<file path="src/rtl/hamming_secded_decoder.sv">
// Purpose: pipelined extended-Hamming (SECDED) decoder. It corrects single-bit errors and flags double-bit errors.
// Latency: 2 cycles from the input handshake to out_valid. Throughput is 1 word/cycle.
// Backpressure: one shared advance enable (!out_valid || out_ready) stalls both stages, and in_ready follows it.
//
// Optional feature macro: HAMMING_DEC_COUNTERS_EN
//   defined   -> corr_cnt / uncorr_cnt are saturating counters of delivered words
//   undefined -> counters are not built, they read 0, and cnt_clr is ignored
//
// Ports:
//   clk, rst                     clock and synchronous active-high reset
//   in_valid/in_ready/in_word    N-bit received codeword (N = 2^R)
//   out_valid/out_ready          output handshake
//   out_data                     K corrected data bits (K = N-R-1)
//   out_status                   00 clean, 01 corrected, 10 overall-parity-bit error, 11 double error
//   out_err_loc                  position of the flipped bit for status 01, else 0
//   cnt_clr, corr_cnt, uncorr_cnt  error counters and their clear
module hamming_secded_decoder #(
  parameter int R     = 4,
  parameter int CNT_W = 16,
  localparam int N    = 2**R,
  localparam int K    = N - R - 1
) (
  input  logic             clk,
  input  logic             rst,
  input  logic             in_valid,
  output logic             in_ready,
  input  logic [N-1:0]     in_word,
  output logic             out_valid,
  input  logic             out_ready,
  output logic [K-1:0]     out_data,
  output logic [1:0]       out_status,
  output logic [R-1:0]     out_err_loc,
  input  logic             cnt_clr,
  output logic [CNT_W-1:0] corr_cnt,
  output logic [CNT_W-1:0] uncorr_cnt
);

  // Codeword position of data bit k. Data bits skip position 0 and every power of two.
  function automatic int data_pos(input int k);
    int cnt;
    data_pos = 0;
    cnt      = 0;
    for (int p = 3; p < N; p++) begin
      if ((p & (p - 1)) != 0) begin
        if (cnt == k) data_pos = p;
        cnt++;
      end
    end
  endfunction

  // ---------------------------------------------------------------------------
  // Flow control
  // ---------------------------------------------------------------------------
  logic adv;
  assign adv      = !out_valid || out_ready;
  assign in_ready = adv;

  // ---------------------------------------------------------------------------
  // Syndrome and overall parity of the incoming word
  // ---------------------------------------------------------------------------
  logic [R-1:0] in_syn;
  logic         in_par;

  always_comb begin
    in_syn = '0;
    for (int p = 1; p < N; p++) begin
      if (in_word[p]) in_syn = in_syn ^ R'(p);
    end
  end

  assign in_par = ^in_word;

  // ---------------------------------------------------------------------------
  // Stage 1: raw word, syndrome and parity
  // ---------------------------------------------------------------------------
  logic         s1_valid;
  logic [N-1:0] s1_word;
  logic [R-1:0] s1_syn;
  logic         s1_par;

  always_ff @(posedge clk) begin
    if (rst) begin
      s1_valid <= 1'b0;
      s1_word  <= '0;
      s1_syn   <= '0;
      s1_par   <= 1'b0;
    end else if (adv) begin
      s1_valid <= in_valid;
      if (in_valid) begin
        s1_word <= in_word;
        s1_syn  <= in_syn;
        s1_par  <= in_par;
      end
    end
  end

  // ---------------------------------------------------------------------------
  // Classification and correction of the stage-1 word
  // ---------------------------------------------------------------------------
  logic         syn_nz;
  logic [1:0]   s1_status;
  logic         fix;
  logic [N-1:0] flip_mask;
  logic [N-1:0] corr_word;
  logic [K-1:0] s1_data;
  logic [R-1:0] s1_err_loc;

  assign syn_nz = |s1_syn;

  always_comb begin
    s1_status = 2'b00;
    if (!syn_nz && s1_par)      s1_status = 2'b10; // only the overall parity bit flipped
    else if (syn_nz && s1_par)  s1_status = 2'b01; // single error at position syn
    else if (syn_nz && !s1_par) s1_status = 2'b11; // even number of flips, uncorrectable
  end

  assign fix        = (s1_status == 2'b01);
  assign flip_mask  = fix ? ({{(N-1){1'b0}}, 1'b1} << s1_syn) : '0;
  assign corr_word  = s1_word ^ flip_mask;
  assign s1_err_loc = fix ? s1_syn : '0;

  for (genvar k = 0; k < K; k++) begin : g_extract
    assign s1_data[k] = corr_word[data_pos(k)];
  end

  // Parity positions carry no data. This only gathers them so that they are consumed.
  logic [R:0] nondata_bits;
  logic       unused_nondata;
  assign nondata_bits[0] = corr_word[0];
  for (genvar r = 0; r < R; r++) begin : g_nondata
    assign nondata_bits[r+1] = corr_word[2**r];
  end
  assign unused_nondata = ^nondata_bits;

  // ---------------------------------------------------------------------------
  // Stage 2: registered outputs. They only change on adv, so they stay stable while stalled.
  // ---------------------------------------------------------------------------
  always_ff @(posedge clk) begin
    if (rst) begin
      out_valid   <= 1'b0;
      out_data    <= '0;
      out_status  <= 2'b00;
      out_err_loc <= '0;
    end else if (adv) begin
      out_valid <= s1_valid;
      if (s1_valid) begin
        out_data    <= s1_data;
        out_status  <= s1_status;
        out_err_loc <= s1_err_loc;
      end
    end
  end

  // ---------------------------------------------------------------------------
  // Error counters
  // ---------------------------------------------------------------------------
`ifdef HAMMING_DEC_COUNTERS_EN
  logic out_hs;
  assign out_hs = out_valid && out_ready;

  // A clear in the same cycle as an increment wins.
  always_ff @(posedge clk) begin
    if (rst || cnt_clr) begin
      corr_cnt   <= '0;
      uncorr_cnt <= '0;
    end else if (out_hs) begin
      if ((out_status == 2'b01 || out_status == 2'b10) && corr_cnt != {CNT_W{1'b1}})
        corr_cnt <= corr_cnt + 1'b1;
      if (out_status == 2'b11 && uncorr_cnt != {CNT_W{1'b1}})
        uncorr_cnt <= uncorr_cnt + 1'b1;
    end
  end
`else
  logic unused_cnt_clr;
  assign unused_cnt_clr = cnt_clr;
  assign corr_cnt       = '0;
  assign uncorr_cnt     = '0;
`endif

endmodule
</file>
<file path="config.mk">
export PLATFORM = sky130hd
export DESIGN_NAME = hamming_secded_decoder
export DESIGN_NICKNAME = d
export VERILOG_FILES = /design/src/rtl/hamming_secded_decoder.sv
export SDC_FILE = /design/constraint.sdc
export NUM_CORES = 1
export LEC_CHECK = 0
export ABC_AREA = 0
export CORE_MARGIN = 2
export CORE_UTILIZATION = 48
export DETAILED_ROUTE_END_ITERATION = 16
export HOLD_SLACK_MARGIN = 0.03
export PLACE_DENSITY = 0.94
export SYNTH_ARGS = -nofsm -noshare
export SYNTH_HDL_FRONTEND = slang
export SYNTH_SLANG_ARGS = --single-unit
</file>
<file path="constraint.sdc">
create_clock -name clk -period 2.88 [get_ports clk]
set_clock_uncertainty 0.2 [all_clocks]
set_input_delay 0.288 -clock clk [delete_from_list [all_inputs] [get_ports clk]]
set_output_delay 0.288 -clock clk [all_outputs]
set_load 0.02 [all_outputs]
</file>
==> results.toml, run 1 <==
[worst_setup_path]
crit_type = "input port to output pin"
cp-end-kind = "output pin"
required_ns = 2.39
slowest_stage = "clkdlybuf4s50_1"
path_cells = "clkdlybuf4s50_1 -> nand2b_1 -> clkdlybuf4s50_1"
cp_common_cell = "clkdlybuf4s50_1"
path_max_fanout = 7
slowest_delay_ns = 0.65
critPathArrivalTime_ns = 1.59
critPathLaunchType = "input port"

[sta]
rsz0062_at_grt = "false"
period_share_pct = 72.31
max_slew_margin_pct = 55.23
worstMarginPinSlew_ns = 0.6715
tns_ns = 0
final-max-slew-violation-count = 0
setup_viol = 0
period_needed_ns = 2.082
final_hold_viol_count = 0
fmax_mhz = 480.2
fin_ws_ns = 0.7976

[die]
die-area_sq_um = 4526
start_util_pct = 51.34
core_area_sq_um = 3744
die_w_um = 67.28
fp-row-count = 22
ioPinCount = 72
die_h_um = 67.28

[grt]
track_usage_pct = 17.31
antenna_found_initial = 0
grt_util_met2_pct = 30.57
grt_max_degree = 36
gr-usage-met1_pct = 19.32
top_usage_layer = "met2"
grt_pass1_wl_mm = 5.830
gr-total-overflow = 0
grt_pass1_vias = 1366
use_met3_pct = 6.000

[cts]
cts_hold_buf = 0
cts_post_setup_buffers_inserted = 0
cts_max_path_buffers = 2
cts_sinks = 35
cts_tree = "built"
ctsResizeCount = 0
htree_levels = 2
insertion_delay_ns = 0.29
numCtsBuffers = 5
cts-root-buf = "clkbuf_8"
cts.clk_slew.worst_paths_ns = 0.06

[layout]
final_cell_mix = "clkdlybuf4s50_1 (38), dfxtp_1 (35), xnor2_1 (34), conb_1 (32), nand2_1 (30)"
fin_nets = 293
syn_to_final_growth_pct = 20.90
final_common_cell = "clkdlybuf4s50_1"
diodes = 0
drive_gt1_share_pct = 4.815

[placed_design]
pre_cts_slack_ns = 0.7092
gp_congestion = 0.7815
portBuffers = 38
post-dp-hpwl_mm = 2.692

[yosys]
async_flop_share_pct = 0
syn_area_per_cell_sq_um = 8.178
synth_edf_count = 0
post-synth-top-area-cell = "dfxtp_1"
ys_warn_count = 0
netlist_instances = 235
ys_ff_latch = 35
yosysTopAreaCellShare_pct = 36.46
synth.area.top_cells = "dfxtp_1 (36%), xnor2_1 (15%), buf_4 (13%)"
syn-cell-area_sq_um = 1922
synthDistinctLibCells = 23
ys.flop_type = "dfxtp_1"
yosysSeqAreaShare_pct = 36.46

[power_and_ir_drop]
ir_worst_vdd_mv = 0.2706
leakage_nw = 0.8567
intPower_uw = 945.8
power.share.combinational_pct = 24.8
switching_share_pct = 28.92
clkPwrFrac_pct = 33.6
p_seq_share_pct = 41.6
p_sw_uw = 384.8
cellPowerDensity_nw_per_um2 = 572.7

[job]
cap_violations = 0

[drt]
route.detailed.drc = 0
drt_iter0_drc = 68
vias = 1479
dr.pass1.iters = 4
wire_per_inst_um = 10.81
viasPerCell = 4.651
postRouteAntennaNets = 0
drt_wl_total_mm = 3.437

[status]
outcome = "completed"

[worst_hold_path]
hp-class = "register to register"
-- power groups by stage --
stage          combinational, mW  clock, mW  sequential (mW)
2_1_floorplan              0.256          0            0.573
3_3_place_gp               0.322          0            0.562
3_5_place_dp               0.330          0            0.564
4_1_cts                    0.333      0.456            0.553
5_1_grt                    0.364      0.478            0.558
6_report                   0.330      0.447            0.553
-- worst max-delay path: cells and delay by family --
family                 cells  cell delay, ns
buffers and inverters      2            1.09
and+or+nand+nor            1            0.21
-- synthesized netlist by cell type, drive strengths merged, types with 2 or more instances --
cell and n:
a211oi 17, a21oi 18, and2 2, buf 35, clkbuf 9, dfxtp 35, ha 3, inv 3
nand2 30, nand2b 3, nand3 4, nor2 29, nor3 5, xnor2 34, xor2 4
-- state kept, by name, summed over array words and instances, names as in the netlist --
| signal | count |
|---|---|
| s1_syn | 4 |
| out_status | 2 |
| s1_word | 11 |
| out_valid | 1 |
| out_err_loc | 4 |
| out_data | 11 |
| s1_valid | 1 |
| s1_par | 1 |
-- final cells by class --
type                            instances  area (sq um)
Clock buffer                            6         82.58
Tap cell                               48         60.06
Timing Repair Buffer                   40         395.4
Inverter                                3         11.26
Multi-Input combinational cell        184          1039
Sequential cell                        35         700.7
Clock inverter                          2         35.03
Fill cell                             326          1420
-- kinds of logic (layout without fill, tap and decap cells) --
family | count (synthesis) | in the layout | share of synthesized area (%)
and+or+nand+nor | 76 | 76 | 16.54
buffers and inverters | 47 | 51 | 15.56
xor gates and xnor gates | 38 | 38 | 17.71
AOI/OAI and AO/OA | 35 | 35 | 11.59
DFF | 35 | 35 | 36.46
adders and majority gates | 3 | 3 | 1.953
other | 1 | 32 | 0.1951
-- stage by stage --
stage / instances / hold slack [ns] / total power [mW] / cell area, sq um / utilization (%)
global route: 318 / 0.2914 / 1.401 / 2323 / 62.07
floorplan: 266 / 0.2240 / 0.8294 / 2038 / -
CTS: 318 / 0.2579 / 1.343 / 2323 / 62.07
global placement: 310 / 0.2449 / 0.8838 / 2206 / 58.92
detailed placement: 310 / 0.2490 / 0.8945 / 2206 / 58.92
finish: 318 / 0.2596 / 1.331 / 2323 / 62.07
-- per-layer routing --
| metal | routed length [um] | part of all wire (%) |
|---|---|---|
| met1 | 1434 | 42 |
| met2 | 1736 | 51 |
| met3 | 218 | 6.3 |
| met4 | 46 | 1.3 |
| met5 | 0 | 0 |
-- final timing paths --
kind | start | endpoint | slack, ns | cells after the start
min reg2reg | out_err_loc[2] | out_err_loc[2] | 0.26 | 2
min | out_err_loc[2] | out_err_loc[2] | 0.26 | 2
max | out_ready | in_ready | 0.80 | 3
max reg2reg | s1_syn[3] | out_data[5] | 0.85 | 7
Note: power is estimated with default switching activity, not from simulation.
==> inputs of run 2 (changes only) <==
CORE_UTILIZATION = 40   (was 48)
PLACE_DENSITY = 0.84   (was 0.94)
clock period = 1.8 ns   (was 2.88 ns; I/O delays follow)
==> results.toml, run 2 (synthesis results as in run 1) <==
[worst_setup_path]
path_max_fanout = 5
critPathTopFamily = "flip-flops"
required_ns = 1.79
path_cells = "nor2_2 -> nand2_1 -> ha_2 -> buf_4 -> nand4_1 -> xor2_1 -> a211oi_1"
critPathLaunchType = "register"
cp-end-kind = "register"
cp_num_buf_inv = 1
critPathArrivalTime_ns = 1.70
crit_type = "register to register"
slowest_stage = "dfxtp_1"
slowest_delay_ns = 0.35

[cts]
numCtsBuffers = 5
cts.clk_slew.worst_paths_ns = 0.07
cts_max_path_buffers = 2
cts_sinks = 35
insertion_delay_ns = 0.29
cts-root-buf = "clkbuf_8"
cts_post_setup_buffers_inserted = 0
cts_tree = "built"
htree_levels = 2

[layout]
final_util_pct = 53.57
diodes = 0
top_regs = "out_data x11, s1_word x11"
fill_cells = 429
post_layout_nonfiller_instances = 346
fin_nets = 315
drive_gt1_share_pct = 14.04
syn_to_final_growth_pct = 30.79
final_cell_mix = "clkdlybuf4s50_1 (37), dfxtp_1 (35), xnor2_1 (34), conb_1 (32), nand2_1 (29)"
final_common_cell = "clkdlybuf4s50_1"

[sta]
final-max-slew-violation-count = 0
fmax_mhz = 587.0
period_share_pct = 94.64
period_needed_ns = 1.704
setup_viol = 0
final_hold_viol_count = 0
tns_ns = 0

[placed_design]
portBuffers = 38
dp.cells = 338
gp_congestion = 0.7605
post-dp-hpwl_mm = 2.923

[die]
die-area_sq_um = 5375
die_w_um = 73.32
ioPinCount = 72
die_h_um = 73.32
fp-row-count = 25
core_area_sq_um = 4692
start_util_pct = 40.96

[grt]
track_usage_pct = 13.91
grt_max_degree = 36
antenna_found_initial = 0
grt_pass1_vias = 1388
grt_pass1_wl_mm = 5.844
gr-total-overflow = 0

[drt]
wire_per_inst_um = 10.77
top_layer_used = "met4"
dr_wl_met3_um = 273
met1_length_mm = 1.515
postRouteAntennaNets = 0
drt_iter0_drc = 88
route.detailed.drc = 0
wl_met2_mm = 1.891
dr.pass1.iters = 5
drt_wl_total_mm = 3.726
viasPerCell = 4.500
vias = 1557

[worst_hold_path]
hp-class = "register to register"

[power_and_ir_drop]
intPower_mw = 1.408
p_sw_uw = 638.7
power.share.combinational_pct = 31.4
p_seq_share_pct = 42.5
cellPowerDensity_nw_per_um2 = 814.1
ir_worst_vdd_mv = 0.3498
switching_share_pct = 31.21
clkPwrFrac_pct = 26.0
leakage_nw = 0.9541

[job]
cap_violations = 0

[status]
outcome = "completed"
-- run 2: cell count changes in the layout (fill, tap and decap cells not counted), sizes merged --
cell | before | now
bufinv | 1 | 0
buf | 2 | 24
dlygate4sd2 | 0 | 1
clkdlybuf4s50 | 38 | 37
clkbuf | 6 | 7
-- run 2: final cells by class --
cell class	instances	area, sq um	share of cell area, %
tap	54	67.56	2.688
clock buffer	7	76.32	3.036
clock inverter	1	5.005	0.1991
multi-input combinational	184	1069	42.51
sequential	35	700.7	27.87
timing repair buffer	62	584.3	23.25
inverter	3	11.26	0.4480
-- run 2: timing repair --
action,4_1_cts,5_1_grt
endpoints found under the setup margin,1,11
hold buffers,0,0
gates cloned,0,0
resized for setup,1,8
-- run 2: worst paths after layout --
path,start,to,slack [ns],depth (start not counted)
min,out_err_loc[3],out_err_loc[3],0.27,2
min reg2reg,out_err_loc[3],out_err_loc[3],0.27,2
max reg2reg,s1_syn[2],out_data[4],0.1,7
max,s1_syn[2],out_data[4],0.1,7
-- run 2: routing by layer --
layer	GRT usage, %	vias to the layer above
met5	0	-
met4	5.455	0
met3	4.938	5
met2	23.12	63
met1	16.36	681
li1	-	808
-- run 2: power by group through the flow --
| stage | Combinational (mW) | Clock [mW] | Sequential (mW) |
|---|---|---|---|
| after floorplan | 0.412 | 0 | 0.917 |
| after global placement | 0.615 | 0 | 0.884 |
| after detailed placement | 0.629 | 0 | 0.887 |
| after CTS | 0.632 | 0.542 | 0.870 |
| after global routing | 0.706 | 0.570 | 0.877 |
| final | 0.643 | 0.533 | 0.870 |
-- run 2: worst register-to-register path: stages (launching register included) --
cell      delay [ns]
dfxtp_1         0.35
nor2_2          0.05
nand2_1         0.10
ha_2            0.25
buf_4           0.15
nand4_1         0.11
xor2_1          0.15
a211oi_1        0.24
-- run 2: per-stage QoR --
step / instance area, sq um / setup WS [ns] / hold slack, ns / total power, mW
after global placement: 2404 / -0.03473 / 0.2457 / 1.499
after floorplan: 2041 / 0.03821 / 0.1160 / 1.329
after CTS: 2484 / 0.05487 / 0.2627 / 2.044
after global routing: 2514 / -0.01446 / 0.2866 / 2.152
after detailed placement: 2404 / -0.1341 / 0.2535 / 1.516
final: 2514 / 0.09649 / 0.2676 / 2.046
==> inputs of run 3 (changes only) <==
SLEW_MARGIN = 20   (was default)
==> results of run 3 <==
Same layout as run 2: the final DEF is identical, and so are final timing and power.
